[src/rtl/mips_jb_pkg.sv]
// Shared types and constants for the D-stage jump/branch resolution logic.
// Contents: jr_state_t (stall-wait FSM states), REG_ZERO / REG_RA register indices.
package mips_jb_pkg;

  typedef enum logic [0:0] {
    JR_IDLE = 1'b0,
    JR_WAIT = 1'b1
  } jr_state_t;

  localparam int unsigned REG_ZERO = 0;
  localparam int unsigned REG_RA   = 31;

endpackage

[src/rtl/jr_ras.sv]
// Return-address stack: circular buffer with write pointer and occupancy count.
// Ports:
//   clk, reset         : clock, synchronous active-high reset
//   push, pushData     : push request and link address
//   pop                : pop request (ignored when empty)
//   target             : resolved jump target, compared against the top entry on pop
//   rasValid, rasPred  : stack non-empty, top-of-stack value (combinational)
//   rasMiss            : registered; top entry differed from target on the last pop
module jr_ras #(
  parameter int unsigned DW        = 32,
  parameter int unsigned RAS_DEPTH = 4
) (
  input  logic          clk,
  input  logic          reset,
  input  logic          push,
  input  logic [DW-1:0] pushData,
  input  logic          pop,
  input  logic [DW-1:0] target,
  output logic          rasValid,
  output logic [DW-1:0] rasPred,
  output logic          rasMiss
);

  localparam int unsigned PTR_W = $clog2(RAS_DEPTH);
  localparam int unsigned OCC_W = $clog2(RAS_DEPTH + 1);

  logic [DW-1:0]    stack [RAS_DEPTH];
  logic [PTR_W-1:0] wrPtr;
  logic [OCC_W-1:0] count;
  logic [PTR_W-1:0] topIdx;
  logic [PTR_W-1:0] ptrAfterPop;
  logic [OCC_W-1:0] cntAfterPop;
  logic             doPop;

  // Top-of-stack view and the pop-first intermediate pointer/count.
  always_comb begin
    topIdx      = wrPtr - PTR_W'(1);
    rasValid    = (count != '0);
    rasPred     = rasValid ? stack[topIdx] : '0;
    doPop       = pop && rasValid;
    ptrAfterPop = doPop ? topIdx : wrPtr;
    cntAfterPop = doPop ? (count - OCC_W'(1)) : count;
  end

  // Pointer/count update; a push when full lands on the oldest slot.
  always_ff @(posedge clk) begin
    if (reset) begin
      wrPtr   <= '0;
      count   <= '0;
      rasMiss <= 1'b0;
    end else begin
      rasMiss <= doPop && (rasPred != target);
      if (push) begin
        wrPtr <= ptrAfterPop + PTR_W'(1);
        count <= (cntAfterPop == OCC_W'(RAS_DEPTH)) ? cntAfterPop : (cntAfterPop + OCC_W'(1));
      end else begin
        wrPtr <= ptrAfterPop;
        count <= cntAfterPop;
      end
    end
  end

  // Storage needs no reset: reads are gated by the occupancy count.
  always_ff @(posedge clk) begin
    if (!reset && push) begin
      stack[ptrAfterPop] <= pushData;
    end
  end

endmodule

[src/rtl/jr_resolve_unit.sv]
// D-stage register-jump resolution: forwards the jr/jalr source from E/M/W,
// stalls D while the operand is not yet available, tracks stall time with a
// watchdog and a saturating counter. Optional return-address stack under
// macro JR_RAS_EN (disabled: ras_* outputs tied to 0).
// Ports:
//   clk, reset                      : clock, synchronous active-high reset
//   flush_d, jr_d, link_d           : D-stage kill, jr/jalr, jal/jalr
//   link_addr_d, rs_d, rdata1       : link address, jump source reg, RF read
//   *_e / *_m / *_w                 : writer info from E, M and W
//   jump_reg, npc_target, stall_d   : combinational redirect / target / stall
//   waiting, hang_err, stall_cnt    : FSM in WAIT, sticky watchdog, stall count
//   ras_valid, ras_pred, ras_miss   : return-address prediction
module jr_resolve_unit
  import mips_jb_pkg::*;
#(
  parameter int unsigned DW        = 32,
  parameter int unsigned RW        = 5,
  parameter int unsigned RAS_DEPTH = 4,
  parameter int unsigned MAX_WAIT  = 3,
  parameter int unsigned CNT_W     = 16
) (
  input  logic             clk,
  input  logic             reset,
  input  logic             flush_d,
  input  logic             jr_d,
  input  logic             link_d,
  input  logic [DW-1:0]    link_addr_d,
  input  logic [RW-1:0]    rs_d,
  input  logic [DW-1:0]    rdata1,
  input  logic             regwrite_e,
  input  logic             ready_e,
  input  logic [RW-1:0]    rd_e,
  input  logic [DW-1:0]    result_e,
  input  logic             regwrite_m,
  input  logic             memtoreg_m,
  input  logic [RW-1:0]    rd_m,
  input  logic [DW-1:0]    result_m,
  input  logic             regwrite_w,
  input  logic [RW-1:0]    rd_w,
  input  logic [DW-1:0]    wdata_w,
  output logic             jump_reg,
  output logic [DW-1:0]    npc_target,
  output logic             stall_d,
  output logic             waiting,
  output logic             hang_err,
  output logic [CNT_W-1:0] stall_cnt,
  output logic             ras_valid,
  output logic [DW-1:0]    ras_pred,
  output logic             ras_miss
);

  localparam int unsigned WAIT_W = $clog2(MAX_WAIT + 1);

  jr_state_t         state;
  jr_state_t         stateNext;
  logic [WAIT_W-1:0] waitCnt;
  logic              rsZero;
  logic              eMatch;
  logic              mMatch;
  logic              wMatch;
  logic              hazard;

  // Operand forwarding (E > M > W > RF) and hazard detection.
  always_comb begin
    rsZero = (rs_d == RW'(REG_ZERO));
    eMatch = regwrite_e && (rd_e == rs_d) && !rsZero;
    mMatch = regwrite_m && (rd_m == rs_d) && !rsZero;
    wMatch = regwrite_w && (rd_w == rs_d) && !rsZero;
    // An unready E writer shadows everything older; a load in M is only
    // shadowed by a ready E writer of the same register.
    hazard = jr_d && ((eMatch && !ready_e) || (!eMatch && mMatch && memtoreg_m));
    if (rsZero) begin
      npc_target = '0;
    end else if (eMatch && ready_e) begin
      npc_target = result_e;
    end else if (mMatch) begin
      npc_target = result_m;
    end else if (wMatch) begin
      npc_target = wdata_w;
    end else begin
      npc_target = rdata1;
    end
  end

  assign stall_d  = hazard;
  assign jump_reg = jr_d && !hazard && !flush_d;
  assign waiting  = (state == JR_WAIT);

  // Stall-wait FSM state register.
  always_ff @(posedge clk) begin
    if (reset) begin
      state <= JR_IDLE;
    end else begin
      state <= stateNext;
    end
  end

  // Stall-wait FSM next state; a flush always abandons the wait.
  always_comb begin
    stateNext = state;
    case (state)
      JR_IDLE: if (hazard && !flush_d) stateNext = JR_WAIT;
      JR_WAIT: if (!hazard || flush_d) stateNext = JR_IDLE;
      default: stateNext = JR_IDLE;
    endcase
  end

  // Watchdog and saturating stall counter.
  always_ff @(posedge clk) begin
    if (reset) begin
      waitCnt   <= '0;
      hang_err  <= 1'b0;
      stall_cnt <= '0;
    end else begin
      if (state == JR_WAIT) begin
        if (waitCnt != WAIT_W'(MAX_WAIT)) begin
          waitCnt <= waitCnt + WAIT_W'(1);
        end
        if (waitCnt == WAIT_W'(MAX_WAIT - 1)) begin
          hang_err <= 1'b1;
        end
      end else begin
        waitCnt <= '0;
      end
      if (stall_d && (stall_cnt != '1)) begin
        stall_cnt <= stall_cnt + CNT_W'(1);
      end
    end
  end

`ifdef JR_RAS_EN
  logic rasPush;
  logic rasPop;

  always_comb begin
    rasPush = link_d && !stall_d && !flush_d;
    rasPop  = jump_reg && (rs_d == RW'(REG_RA));
  end

  jr_ras #(
    .DW       (DW),
    .RAS_DEPTH(RAS_DEPTH)
  ) uRas (
    .clk     (clk),
    .reset   (reset),
    .push    (rasPush),
    .pushData(link_addr_d),
    .pop     (rasPop),
    .target  (npc_target),
    .rasValid(ras_valid),
    .rasPred (ras_pred),
    .rasMiss (ras_miss)
  );
`else
  logic unusedRas;

  assign ras_valid = 1'b0;
  assign ras_pred  = '0;
  assign ras_miss  = 1'b0;
  assign unusedRas = ^{link_d, link_addr_d};
`endif

endmodule

[config.mk]
export PLATFORM = sky130hd
export DESIGN_NAME = jr_resolve_unit
export DESIGN_NICKNAME = d
export VERILOG_FILES = /design/src/rtl/mips_jb_pkg.sv /design/src/rtl/jr_ras.sv /design/src/rtl/jr_resolve_unit.sv
export SDC_FILE = /design/constraint.sdc
export NUM_CORES = 1
export LEC_CHECK = 0
export BUFFER_PORTS_ARGS = -buffer_cell sky130_fd_sc_hd__buf_4
export CAP_MARGIN = 20
export CORE_AREA = 2 2 108 110
export CTS_CLUSTER_DIAMETER = 150
export DETAILED_ROUTE_END_ITERATION = 10
export DIE_AREA = 0 0 110 112
export GPL_TIMING_DRIVEN = 0
export HOLD_SLACK_MARGIN = 0.02
export PLACE_DENSITY = 0.55
export REMOVE_ABC_BUFFERS = 1
export SLEW_MARGIN = 20
export SYNTH_ARGS = -nofsm -noshare
export SYNTH_HDL_FRONTEND = slang
export SYNTH_SLANG_ARGS = --single-unit
[constraint.sdc]
create_clock -name clk -period 4.3 [get_ports clk]
set_input_delay 0.645 -clock clk [delete_from_list [all_inputs] [get_ports clk]]
set_output_delay 0.645 -clock clk [all_outputs]
set_load 0.005 [all_outputs]
==> out/results.txt <==
The run finished with clean final reports. Die height: 112 um. The tools report the largest voltage drop on the vdd net as 0.0001699 V.

Based on the critical path, the design can be clocked at up to 279.2 MHz. In this run the worst hold path is classified as reg2reg. During synthesis, Yosys emitted a total of 0 warnings.

Max-cap violations in this run came to 0. At the worst endpoint, the arrival time is 2940 ps. At the end of the flow, the number of nets in the layout was 719. The run gives 0 as the number of antenna violations at the first check in global routing. Measured against its own limit, the worst slew margin works out to 49.55%.

The die is 110 um wide. The power per standard cell area is 152.3 nW/um2. The aggregate global routing overflow was 0. The clock passes through at most 2 buffers. The number of failing hold endpoints at the final stage is 0.

The depth of the worst register-to-register path works out to 6. The sort of element at the end of the critical path was an output port. A synthesized cell averages 7.492 um2.

Counting I/O delays and the setup requirement, the final critical path takes 3582 ps. The vias after detailed routing was 3084. The run gives 0 as the count of antenna-violating nets left after detailed routing. TritonCTS built the clock tree. Cells with a size suffix above 1 make up 44.08% of the layout.

The global placement routability congestion is 0.7853. Counting instances in the post-synthesis netlist gives the leading cell types as a21oi_1, nor2_1, buf_4, a22o_1, mux2i_1. Wires add up to 9562 um. The proportion of netlist area held by the largest area contributor is 16.29%, and the number of buffers inserted for hold repair after clock tree synthesis is 0.

The minimum setup slack after placement was 709.0 ps; the final clock period utilization by the worst path was 83.31%. Among all flip-flop cells after synthesis, the most frequent one is dfxtp_1. For the number of top-level pins, the log shows 276. Yosys attributes the largest share of cell area to dfxtp_1, mux2i_1, a22o_1. The synthesized netlist contains 39 unique library cells. After clock tree synthesis, the clock-pin slew on the worst setup and hold paths is 50 ps.

The DRC violation count after routing is 0. For the number of buffers added for setup after CTS, the log shows 0. The post-synthesis cell type with the largest combined area is dfxtp_1. The setup clock skew after layout is 1.407 ps, and the number of flops mapped to enable cells by yosys is 0. The number of antenna diodes in the final layout is 0. By instance count, the leading cell after synthesis is a21oi_1. The count of buffers from port buffering works out to 208. The tools report the number of global-route vias before repair as 2813.

The tools report the setup TNS after final layout as 0 ps. The tools report the area of the die as 12320 um2. The number of buffers created by CTS is 3. The first TritonRoute pass finished after 4 iterations.

The endpoint identified for the worst register-to-register timing path is stall_cnt[2]$_SDFFE_PP0P_. The number of max-slew violations in the final report is 0, and the post-synthesis cell count is 328. The setup path with the least slack is of type in2out. The launch point of the worst reg-to-reg path was stall_cnt[6]$_SDFFE_PP0P_. The logs give 472.1 ps for the tightest hold margin and 11170 um2 for the core area. The run gives 2457 um2 as the netlist area before placement. The worst hold path passes through 2 cells. The run gives 0 as the final number of setup-violating endpoints.

The largest net degree at the start of global routing is 34. The clock reaches the later pin of the worst-skew pair after 250 ps. Clock tree synthesis selected as its root buffer the cell clkbuf_16. Summing all placed instances gives a cell area of 4090 um2.

The number of gates resized after CTS was 0. For hold timing, the worst endpoint is hang_err$_SDFFE_PP0P_. The run gives 2040 ps as the register-to-register setup slack. Synthesis-stage register bit count: 20. The final worst-path setup slack was 717.7 ps; the post-detailed-route wirelength per cell was 14.34 um. The floorplan has 39 rows. Initial DRC count: 127. Detailed placement ended at an HPWL of 7857 um.

Relative to the synthesized area, the layout overhead comes to 69.50%. The tools report the final non-filler cell area as 4165 um2. For the number of sinks driven by the clock tree, the log shows 20.

The leakage power total was 1.965 nW; the measured slew at the worst slew-check pin was 756.7 ps. For this configuration, the core starts out at a cell density of 21.99%. In the routed layout, each cell is associated on average with a via count of 4.624.

Wire length of the first global-routing pass: 14060 um. Setup repair after global routing left no endpoint under its margin. The critical hold path startpoint was hang_err$_SDFFE_PP0P_. In this run the worst path has a maximum fanout of 9. The post-synthesis async set-or-reset flop share works out to 0%. STA classifies the critical path startpoint as an input pin. The overall global routing resource usage is 14.14%, and the critical path required time is 3650 ps. Summing the sequential cell areas from Yosys gives 16.29% of the chip area. The tools report the number of levels in the clock H-tree as 1.
[layout make-up]
cell class | count | area, um2
inverters | 1 | 3.754
flip-flops and latches | 20 | 400.4
fillers | 1178 | 7009
multi-input cells | 283 | 1832
well taps | 143 | 178.9
repair buffers | 217 | 1675
clock buffers | 3 | 75.07
[stage by stage]
stage	utilization, %	std cells	power [W]
after global placement	35.51	655	0.0004428
after global routing	37.27	667	0.0006736
final	37.27	667	0.0006345
after CTS	37.27	667	0.0006425
after detailed placement	36.60	664	0.0004502
after floorplan	-	304	0.0002755
[how the worst max path moves through the flow]
| stage | start | end | slack [ps] | cells after the start |
|---|---|---|---|---|
| floorplan | rs_d[4] | npc_target[0] | 530 | 6 |
| global placement | rs_d[0] | npc_target[27] | -780 | 8 |
| detailed placement | rs_d[1] | npc_target[19] | 710 | 11 |
| CTS | rs_d[1] | npc_target[19] | 690 | 11 |
| global route | rs_d[1] | npc_target[14] | 580 | 11 |
| finish | rs_d[1] | npc_target[13] | 720 | 11 |
[state kept, by name (all words and copies together) (netlist names)]
name	flops
hang_err	1
waiting	1
waitCnt	2
stall_cnt	16
[placed cells by master, fill, tap and decap left out, types with 8 or more instances in the layout]
| cell | synthesis | final |
|---|---|---|
| buf_4 | 34 | 209 |
| a21oi_1 | 47 | 47 |
| nor2_1 | 43 | 42 |
| conb_1 | 1 | 34 |
| mux2i_1 | 32 | 32 |
| a22o_1 | 32 | 32 |
| dfxtp_1 | 20 | 20 |
| xor2_1 | 9 | 9 |
| nand4_1 | 8 | 8 |
| o21ai_0 | 8 | 8 |
[where the power goes]
| part | internal [W] | switching, W | leakage [nW] |
|---|---|---|---|
| combinational | 0.000167 | 0.0000930 | 1.77 |
| sequential | 0.000186 | 0.000000237 | 0.161 |
| clock | 0.000123 | 0.0000663 | 0.0370 |
| total | 0.000475 | 0.000159 | 1.96 |
[critical path, stage by stage]
cell and delay (ps):
buf_4 120, nor3_1 60, and2_2 240, nor4_4 590
buf_4 320, buf_6 180, buf_6 150, mux2i_1 190
a21oi_1 80, a22o_1 230, buf_4 140
[per-layer routing]
layer	track usage (%)	wire length, um	part of all wire, %	vias up
met4	2.363	95	0.99	0
met5	0	0	0	-
met3	1.991	827	8.6	9
met1	17.84	3909	41	1407
met2	25.44	4730	49	138
li1	-	-	-	1530
[logic make-up (layout without fill, tap and decap cells)]
family | Yosys count | after routing | share of synthesized area, %
AOI/OAI and AO/OA | 93 | 93 | 24.49
xor gates and xnor gates | 16 | 16 | 5.703
adders and majority gates | 3 | 3 | 1.528
buffers and inverters | 58 | 221 | 14.56
DFF | 20 | 20 | 16.29
muxes | 36 | 36 | 14.87
other | 1 | 34 | 0.1526
and+or+nand+nor | 101 | 101 | 22.40
Power figures use the tool's default switching activity.
